File: config.mk
export PLATFORM = sky130hd
export DESIGN_NAME = uart_tx_flat
export DESIGN_NICKNAME = d
export VERILOG_FILES = /design/src/rtl/uart_pkg.sv /design/src/rtl/uart_tx_if.sv /design/src/rtl/uart_baud_cnt.sv /design/src/rtl/uart_tx.sv /design/src/flat_wrapper.sv
export SDC_FILE = /design/constraint.sdc
export NUM_CORES = 1
export LEC_CHECK = 0
export BUFFER_PORTS_ARGS = -buffer_cell sky130_fd_sc_hd__buf_4
export CORE_MARGIN = 8
export CORE_UTILIZATION = 58
export CTS_CLUSTER_DIAMETER = 100
export DETAILED_ROUTE_END_ITERATION = 12
export PLACE_DENSITY = 0.79
export SYNTH_ARGS = -nofsm -noshare
export SYNTH_HDL_FRONTEND = slang
export SYNTH_SLANG_ARGS = --single-unit
export TNS_END_PERCENT = 5
File: constraint.sdc
create_clock -name clk -period 2.1 [get_ports clk]
set_input_delay 0.21 -clock clk [delete_from_list [all_inputs] [get_ports clk]]
set_output_delay 0.21 -clock clk [all_outputs]
set_load 0.005 [all_outputs]
File: src/rtl/uart_pkg.sv
// Shared UART transmitter types: FSM state encoding, frame bit counts and the
// holding-register payload captured on acceptance.
package uart_pkg;

  localparam int unsigned DEFAULT_CLKS_PER_BIT = 434;
  localparam int unsigned BAUD_CNT_W           = 16;

  localparam int unsigned START_BITS  = 1;
  localparam int unsigned STOP_BITS   = 1;
  localparam int unsigned DATA_BITS_8 = 8;
  localparam int unsigned DATA_BITS_7 = 7;
  localparam int unsigned BIT_IDX_W   = 3;

  typedef enum logic [2:0] {
    ST_IDLE   = 3'd0,
    ST_START  = 3'd1,
    ST_DATA   = 3'd2,
    ST_PARITY = 3'd3,
    ST_STOP   = 3'd4
  } tx_state_e;

  typedef struct packed {
    logic [7:0] data;
    logic       eight;
    logic       pen;
    logic       ohel;
  } tx_req_t;

  // Index of the final data bit for the selected frame size.
  function automatic logic [BIT_IDX_W-1:0] last_data_idx(input logic eight);
    return eight ? BIT_IDX_W'(DATA_BITS_8 - 1) : BIT_IDX_W'(DATA_BITS_7 - 1);
  endfunction

endpackage

File: src/rtl/uart_tx_if.sv
// Host-side load handshake and serial line of the UART transmitter.
interface uart_tx_if;

  logic       tx_start;
  logic [7:0] tx_data;
  logic       eight;
  logic       pen;
  logic       ohel;
  logic       tx;
  logic       tx_rdy;
  logic       tx_busy;

  modport master (
    output tx_start,
    output tx_data,
    output eight,
    output pen,
    output ohel,
    input  tx,
    input  tx_rdy,
    input  tx_busy
  );

  modport slave (
    input  tx_start,
    input  tx_data,
    input  eight,
    input  pen,
    input  ohel,
    output tx,
    output tx_rdy,
    output tx_busy
  );

endinterface

File: src/rtl/uart_baud_cnt.sv
// Bit-period timer: counts CLKS_PER_BIT cycles per serial bit and raises a
// registered bit_done_o during the final cycle of every bit while running.
module uart_baud_cnt
  import uart_pkg::*;
#(
  parameter int unsigned CLKS_PER_BIT = DEFAULT_CLKS_PER_BIT
) (
  input  logic clk,
  input  logic reset,
  input  logic clear_i,
  input  logic run_i,
  output logic bit_done_o
);

  localparam int unsigned CNT_W = BAUD_CNT_W;
  localparam logic [CNT_W-1:0] LAST = CNT_W'(CLKS_PER_BIT - 1);

  logic [CNT_W-1:0] cnt_q, cnt_d;
  logic             done_q, done_d;

  // Reload at each bit boundary, on a fresh start, and whenever the line idles.
  always_comb begin
    cnt_d  = cnt_q + CNT_W'(1);
    done_d = 1'b0;
    if (clear_i || !run_i || (cnt_q == LAST)) begin
      cnt_d = '0;
    end
    done_d = run_i && (cnt_d == LAST);
  end

  always_ff @(posedge clk) begin
    if (!reset) begin
      cnt_q  <= '0;
      done_q <= 1'b0;
    end else begin
      cnt_q  <= cnt_d;
      done_q <= done_d;
    end
  end

  assign bit_done_o = done_q;

endmodule

File: src/rtl/uart_tx.sv
// UART transmitter: one-deep holding register feeding a frame FSM and shift
// register. Build with UART_TX_PARITY_EN to enable the optional parity bit.
module uart_tx
  import uart_pkg::*;
#(
  parameter int unsigned CLKS_PER_BIT = DEFAULT_CLKS_PER_BIT
) (
  input  logic     clk,
  input  logic     reset,
  uart_tx_if.slave bus
);

  tx_state_e              state_q, state_d;
  tx_req_t                hold_q, hold_d;
  logic                   tx_rdy_q, tx_rdy_d;
  logic [7:0]             shift_q, shift_d;
  logic [BIT_IDX_W-1:0]   bit_idx_q, bit_idx_d;
  logic                   fr_eight_q, fr_eight_d;
  logic                   fr_par_en_q, fr_par_en_d;
  logic                   fr_par_bit_q, fr_par_bit_d;
  logic                   tx_q, tx_d;
  logic                   busy_q, busy_d;

  logic                   bit_done;
  logic                   accept_c;
  logic                   load_c;
  logic                   load_par_en_c;
  logic                   load_par_bit_c;

`ifdef UART_TX_PARITY_EN
  logic [7:0]             load_bits_c;

  // Parity covers only the bits actually sent; bit 7 is excluded for 7-bit frames.
  assign load_bits_c    = hold_q.eight ? hold_q.data : {1'b0, hold_q.data[6:0]};
  assign load_par_en_c  = hold_q.pen;
  assign load_par_bit_c = (^load_bits_c) ^ hold_q.ohel;
`else
  logic                   unused_par_c;

  assign load_par_en_c  = 1'b0;
  assign load_par_bit_c = 1'b0;
  assign unused_par_c   = hold_q.pen ^ hold_q.ohel;
`endif

  assign accept_c = bus.tx_start && tx_rdy_q;

  uart_baud_cnt #(
    .CLKS_PER_BIT (CLKS_PER_BIT)
  ) u_baud (
    .clk        (clk),
    .reset      (reset),
    .clear_i    (state_q == ST_IDLE),
    .run_i      (state_d != ST_IDLE),
    .bit_done_o (bit_done)
  );

  // Next-state, holding/shift register updates and registered line outputs.
  always_comb begin
    state_d      = state_q;
    hold_d       = hold_q;
    tx_rdy_d     = tx_rdy_q;
    shift_d      = shift_q;
    bit_idx_d    = bit_idx_q;
    fr_eight_d   = fr_eight_q;
    fr_par_en_d  = fr_par_en_q;
    fr_par_bit_d = fr_par_bit_q;
    tx_d         = 1'b1;
    busy_d       = 1'b0;
    load_c       = 1'b0;

    unique case (state_q)
      ST_IDLE: begin
        if (!tx_rdy_q) begin
          load_c = 1'b1;
        end
      end
      ST_START: begin
        if (bit_done) begin
          state_d = ST_DATA;
        end
      end
      ST_DATA: begin
        if (bit_done) begin
          if (bit_idx_q == last_data_idx(fr_eight_q)) begin
            state_d = fr_par_en_q ? ST_PARITY : ST_STOP;
          end else begin
            shift_d   = {1'b0, shift_q[7:1]};
            bit_idx_d = bit_idx_q + BIT_IDX_W'(1);
          end
        end
      end
      ST_PARITY: begin
        if (bit_done) begin
          state_d = ST_STOP;
        end
      end
      ST_STOP: begin
        if (bit_done) begin
          if (!tx_rdy_q) begin
            load_c = 1'b1;
          end else begin
            state_d = ST_IDLE;
          end
        end
      end
      default: begin
        state_d = ST_IDLE;
      end
    endcase

    // A transfer needs a full holding register, acceptance an empty one.
    if (load_c) begin
      state_d      = ST_START;
      shift_d      = hold_q.data;
      bit_idx_d    = '0;
      fr_eight_d   = hold_q.eight;
      fr_par_en_d  = load_par_en_c;
      fr_par_bit_d = load_par_bit_c;
      tx_rdy_d     = 1'b1;
    end else if (accept_c) begin
      hold_d.data  = bus.tx_data;
      hold_d.eight = bus.eight;
      hold_d.pen   = bus.pen;
      hold_d.ohel  = bus.ohel;
      tx_rdy_d     = 1'b0;
    end

    unique case (state_d)
      ST_START:  tx_d = 1'b0;
      ST_DATA:   tx_d = shift_d[0];
      ST_PARITY: tx_d = fr_par_bit_d;
      default:   tx_d = 1'b1;
    endcase
    busy_d = (state_d != ST_IDLE);
  end

  always_ff @(posedge clk) begin
    if (!reset) begin
      state_q      <= ST_IDLE;
      hold_q       <= '0;
      tx_rdy_q     <= 1'b1;
      shift_q      <= '0;
      bit_idx_q    <= '0;
      fr_eight_q   <= 1'b0;
      fr_par_en_q  <= 1'b0;
      fr_par_bit_q <= 1'b0;
      tx_q         <= 1'b1;
      busy_q       <= 1'b0;
    end else begin
      state_q      <= state_d;
      hold_q       <= hold_d;
      tx_rdy_q     <= tx_rdy_d;
      shift_q      <= shift_d;
      bit_idx_q    <= bit_idx_d;
      fr_eight_q   <= fr_eight_d;
      fr_par_en_q  <= fr_par_en_d;
      fr_par_bit_q <= fr_par_bit_d;
      tx_q         <= tx_d;
      busy_q       <= busy_d;
    end
  end

  assign bus.tx      = tx_q;
  assign bus.tx_rdy  = tx_rdy_q;
  assign bus.tx_busy = busy_q;

endmodule

File: src/flat_wrapper.sv
// flat-port wrapper written by rule: the top's interface ports become plain ports
module uart_tx_flat import uart_pkg::*;
#(
  parameter int unsigned CLKS_PER_BIT = DEFAULT_CLKS_PER_BIT
)
  (clk, reset, bus_tx_start, bus_tx_data, bus_eight, bus_pen, bus_ohel, bus_tx, bus_tx_rdy, bus_tx_busy);
  uart_tx_if bus_i ();
  input  logic clk;
  input  logic reset;
  input wire logic [$bits(bus_i.tx_start)-1:0] bus_tx_start;
  input wire logic [$bits(bus_i.tx_data)-1:0] bus_tx_data;
  input wire logic [$bits(bus_i.eight)-1:0] bus_eight;
  input wire logic [$bits(bus_i.pen)-1:0] bus_pen;
  input wire logic [$bits(bus_i.ohel)-1:0] bus_ohel;
  output wire logic [$bits(bus_i.tx)-1:0] bus_tx;
  output wire logic [$bits(bus_i.tx_rdy)-1:0] bus_tx_rdy;
  output wire logic [$bits(bus_i.tx_busy)-1:0] bus_tx_busy;
  assign bus_i.tx_start = bus_tx_start;
  assign bus_i.tx_data = bus_tx_data;
  assign bus_i.eight = bus_eight;
  assign bus_i.pen = bus_pen;
  assign bus_i.ohel = bus_ohel;
  assign bus_tx = bus_i.tx;
  assign bus_tx_rdy = bus_i.tx_rdy;
  assign bus_tx_busy = bus_i.tx_busy;
  uart_tx #(.CLKS_PER_BIT(CLKS_PER_BIT)) u_core (.clk(clk), .reset(reset), .bus(bus_i));
endmodule
## After elaboration in Yosys (flattened, before gate mapping)

Index checks and enable logic that the tools add are counted.
W data, S select, Z words.

- Register bits: 45
- Input port bits: 14
- Output and inout bits: 3

- Add/subtract/negate cells: 2
- Equal/unequal tests: 11
- Muxes and demuxes: 19
- Bitwise logic cells: 3
- Reductions and logical operators: 13

Operators with widths:

| kind | count |
|---|---|
| $eq A16 B9 Y1 const B | 2 |
| $mux W8 | 4 |
| $mux W3 | 7 |
| $add A16 B1 Y16 const B | 1 |
| $mux W16 | 1 |
| $pmux W3 S5 | 1 |
| $eq A3 B2 Y1 const B | 4 |
| $eq A3 B1 Y1 const B | 2 |
| $reduce_and A3 Y1 | 2 |
| $mux W1 | 4 |
| $reduce_bool A2 Y1 | 2 |
| $add A3 B1 Y3 const B | 1 |
| $eq A3 B3 Y1 | 1 |
| $eq A3 B3 Y1 const B | 1 |
| $logic_not A3 Y1 | 1 |
| $not A1 Y1 | 3 |
| $pmux W1 S3 | 1 |
| $reduce_bool A3 Y1 | 1 |
| $logic_and A1 B1 Y1 | 2 |
| $logic_or A1 B1 Y1 | 2 |
| $ne A2 B1 Y1 const B | 1 |
| $pmux W1 S2 | 1 |
| $reduce_and A2 Y1 | 1 |
| $reduce_or A2 Y1 | 1 |
| $logic_not A1 Y1 | 1 |

## Longest topological paths before layout

- Depth in word-level cells: 13
- Depth in mapped cells: 8

## Hierarchy

A second synthesis with hierarchy kept.

- Cell total of the unflattened synthesis: 237
- Area total of the unflattened synthesis: 2115.8 um^2

Modules (own cells, without submodules):

| module | instances | cells each | area each (um^2) |
|---|---|---|---|
| uart_tx | 1 | 136 | 1183.6 |
| uart_baud_cnt | 1 | 101 | 932.1 |

## Least setup slack after synthesis

Ideal clock, no wire load.

- Kind: register -> register
- From: register u_core.u_baud.cnt_q[0]
- To: register u_core.u_baud.cnt_q[11]
- Setup time: 115 ps
- Data arrival time: 1684 ps
- Data required time: 1985 ps
- Setup slack: 300 ps
- Stages on the path, launching flop included: 8
- Path buffers: 1
- Period minus slack after synthesis: 1800 ps
- Cell sequence: dfxtp_1 > ha_1 > nor3b_1 > nand3_1 > or4_1 > nand3_2 > buf_8 > nor2_2

- Cells in the longest elaborated chain, start to end: 3

Ends and longest elaborated chain:

| item | RTL line | source |
|---|---|---|
| start: declaration | uart_baud_cnt.sv:18 | `logic [CNT_W-1:0] cnt_q, cnt_d;` |
| start signal: assignment | uart_baud_cnt.sv:36 | `cnt_q <= cnt_d;` |
| branches (longest 2 deep; another with $add A16 B1 Y16) | -- |  |
| $mux W16 (*) | uart_baud_cnt.sv:25 | `if (clear_i \|\| !run_i \|\| (cnt_q == LAST)) begin` |

Every way passes the cells marked *.
A chain may end at the register's enable or synchronous reset.

## Worst setup path after layout

- From: register u_core.u_baud.cnt_q[0]
- To: register u_core.u_baud.done_q, in the netlist u_core.u_baud.bit_done_o

- Cells in the longest elaborated chain, start to end: 5

Ends and longest elaborated chain:

| item | RTL line | source |
|---|---|---|
| branches (longest 2 deep; another with $add A16 B1 Y16) | -- |  |
| $mux W16 (*) | uart_baud_cnt.sv:25 |  |
| $eq A16 B9 Y1 (*) | uart_baud_cnt.sv:28 | `done_d = run_i && (cnt_d == LAST);` |
| $logic_and A1 B1 Y1 (*) | uart_baud_cnt.sv:28 |  |
| end signal: assignment | uart_baud_cnt.sv:37 | `done_q <= done_d;` |
| end: declaration | uart_baud_cnt.sv:19 | `logic done_q, done_d;` |

Marks and branches as above.

==> metrics.md <==
| Metric | Value |
|---|---|
| Synth cell count leaders | dfxtp_1 (45), nand2_1 (27), nor2_1 (21), a21boi_0 (15), nand3_1 (14) |
| Slew HR | 65.5% |
| Gates resized, CTS repair | 0 |
| P&R area growth vs syn | 10.3% |
| Clock power frac | between 20% and 30% |
| CTS Buf Count | 5 |
| Initial Util | slightly below 60% |
| Chip width | between 70 and 80 µm |
| Site Rows | 22 |
| Total gr overflow | 0 |
| Sw frac | between 20% and 30% |
| H-tree depth | 2 |
| Clock Skews | between 4 and 5 ps |
| Worst Setup Start Kind | flip-flop |
| Syn_nets | 258 |
| Max Buffers Root-to-Sink | 2 |
| Crit Path Max Fanout | 6 |
| Via count | about 1,700 |
| Bufs and invs on worst path | 0 |
| Final setup vio count | 0 |
| CP required | roughly 2400 ps |
| Clk sinks | 45 |
| Fin. max-slew vios | 0 |
| Hold crit path type | in -> reg |
| Placer congestion estimate | 0.839 |
| Reg clk slew, reported paths | roughly 120 ps |
| Syn Std Cell Area | ~2100 µm² |
| Async SR Flop Fraction | 0% |
| Synth Instances | roughly 240 |
| TNS Setup | 0 ps |
| Slowest CP cell | dfxtp_2 |
| First-pass GRT wire length | a little under 7000 µm |
| Most common cell in the netlist | dfxtp_1 |
| Seq pwr share | 61.7% |
| Pre-antenna DRT Iters | 4 |
| # Post-CTS Setup Buffers | 0 |
| Placed Cells | ~300 |
| Initial DRC Count | 98 |
| Post-DRT Antenna Nets | 0 |
| Initial antenna violation count | 0 |
| NumNets Final | roughly 270 |
| P_int | around 1.1 mW |
| CTS tree | yes |
| Critical-path cell list | ha_1 -> nand3_2 -> or2_1 -> nor4b_1 -> o221ai_1 -> a2111oi_2 |
| Final Cycle Share | ~94% |
| Vias per Instance | 5.64 |
| Drt total wl | ~4000 µm |
| Yosys reg bits | 45 |
| Combinational Power Share | 10.2% |
| Unrepaired setup endpoints after global routing | false |
| Number of flops mapped to enable cells by yosys | 0 |
| CTS hold repair buffers | 0 |
| Per-cell routed wire length | ~13 µm |
| Diode count | 0 |
| Largest stage delay, worst path | a little over 400 ps |
| Chip Height | around 76 µm |
| Synth area leader | dfxtp_1 |
| Delay-heaviest family, CP | simple AND/OR/NAND/NOR gates |
| Yosys top cell area share | between 40% and 50% |
| Pleak | a little under 0.8 nW |
| Slew @ Worst Pin | 516 ps |
| Worst-Skew Late Latency | roughly 350 ps |
| Minimum clock period | ~2000 ps |
| DR DRC count | 0 |
| Port-buffer cells | 14 |
| Num ports | 17 |
| # Max-Cap Violations | 0 |
| GRT Overall Usage | about 14% |
| Top FF cell, synth | dfxtp_1 |
| Worst IR Drop VDD | a little under 400 µV |
| Largest net degree at the start of global routing | 28 |
| Root buf cell | clkbuf_4 |
| Fmax | 508 MHz |
| Kind of critical path | reg -> reg |
| Crit path DAT | about 2200 ps |
| Largest cells by area after synthesis | dfxtp_1 (43%), a21boi_0 (5.3%), xnor2_1 (5.0%), nand2_1 (4.8%), nor2_1 (3.7%) |
| Outcome | completed |
| Post-detail-place hpwl | between 2000 and 3000 µm |
| Number of global-route vias before repair | between 1,500 and 2,000 |
| Count of different cell masters after synthesis | between 40 and 50 |
| Sw power | roughly 0.36 mW |
| Post-route insts no fill | 302 |
| Full die area | 5820 µm² |
| Syn avg cell area | roughly 8.7 µm² |
| Final hold violations | 0 |
| P per Cell Area | 636 nW/µm² |
| Fraction of layout cells with a size suffix above 1 | between 10% and 20% |
| CP Capture Type | flip-flop |
| Synth warnings | 0 |
| Sequential fraction of the synthesis area | a little over two fifths |
| Core area | around 3600 µm² |
-- flip-flops by register name (all words and copies together) (netlist names) --
name                      flops
u_core.bus.tx_rdy             1
u_core.hold_q                 9
u_core.shift_q                8
u_core.fr_eight_q             1
u_core.bit_idx_q              3
u_core.bus.tx                 1
u_core.fr_par_bit_q           1
u_core.state_q                3
u_core.u_baud.bit_done_o      1
u_core.bus.tx_busy            1
u_core.u_baud.cnt_q          16
-- metal layers --
metal | track usage, % | up-vias | routed length [µm]
met5 | 0 | - | 0
met4 | 5.77 | 0 | 57
met3 | 4.72 | 8 | 177
met2 | 20.7 | 30 | 1680
met1 | 18.3 | 789 | 1990
li1 | - | 875 | -
-- power by group through the flow --
stage,Combinational (mW),Clock [mW],Sequential [mW]
4_1_cts,0.153,0.434,0.912
2_1_floorplan,0.105,0,0.922
3_5_place_dp,0.152,0,0.931
6_report,0.151,0.414,0.912
5_1_grt,0.170,0.460,0.917
3_3_place_gp,0.151,0,0.930
-- worst paths after layout --
kind | end | slack [ps] | cells past startpoint | start
worst max-delay path | u_core.u_baud.bit_done_o | 130 | 6 | u_core.u_baud.cnt_q[0]
worst min-delay path | u_core.hold_q[7] | 120 | 3 | bus_tx_data[4]
worst max register to register | u_core.u_baud.bit_done_o | 130 | 6 | u_core.u_baud.cnt_q[0]
worst min register to register | u_core.shift_q[3] | 470 | 2 | u_core.shift_q[3]
-- cells in the final DEF (no fill, tap or decap), types with 6 or more instances in the layout --
cell type,count
dfxtp_1,44
xor2_1,6
xnor2_1,12
nand2_1,27
a21boi_0,15
buf_4,19
nor2_2,10
o21ai_0,7
nand3_1,14
nor2_1,21
-- tightest hold or removal path, stage by stage --
cell      delay (ps)
buf_4            110
nand3_1           50
a21boi_0          60
-- cell type report --
class                   count  area [µm²]
fillers                   333        1250
multi-input cells         177        1130
flip-flops and latches     45         902
repair buffers             20         163
well taps                  48        60.1
clock buffers               7        55.1
inverters                   5        18.8
-- per-stage QoR --
| step | instance area [µm²] | hold WS [ps] | util [%] | power, mW | worst slack, ps |
|---|---|---|---|---|---|
| finish | 2320 | 116 | 65.0 | 1.48 | 133 |
| global route | 2320 | 108 | 65.0 | 1.55 | 9.71 |
| CTS | 2320 | 100 | 64.8 | 1.50 | 77.6 |
| detailed placement | 2260 | 457 | 63.2 | 1.08 | 135 |
| global placement | 2260 | 450 | 63.2 | 1.08 | 147 |
| floorplan | 2110 | 366 | - | 1.03 | 300 |
-- cell families (layout without fill, tap and decap cells) --
kind of cell	Yosys count	count (layout)	synth area share, %
adder cells (fa/ha/maj)	3	3	1.78
flip-flops	45	45	42.8
buffers and inverters	19	32	4.10
XOR/XNOR	18	18	7.48
AO/OA/AOI/OAI	42	42	14.9
multiplexers	3	3	1.48
AND/OR/NAND/NOR	111	111	27.5
Note: power is estimated with default switching activity, not from simulation.
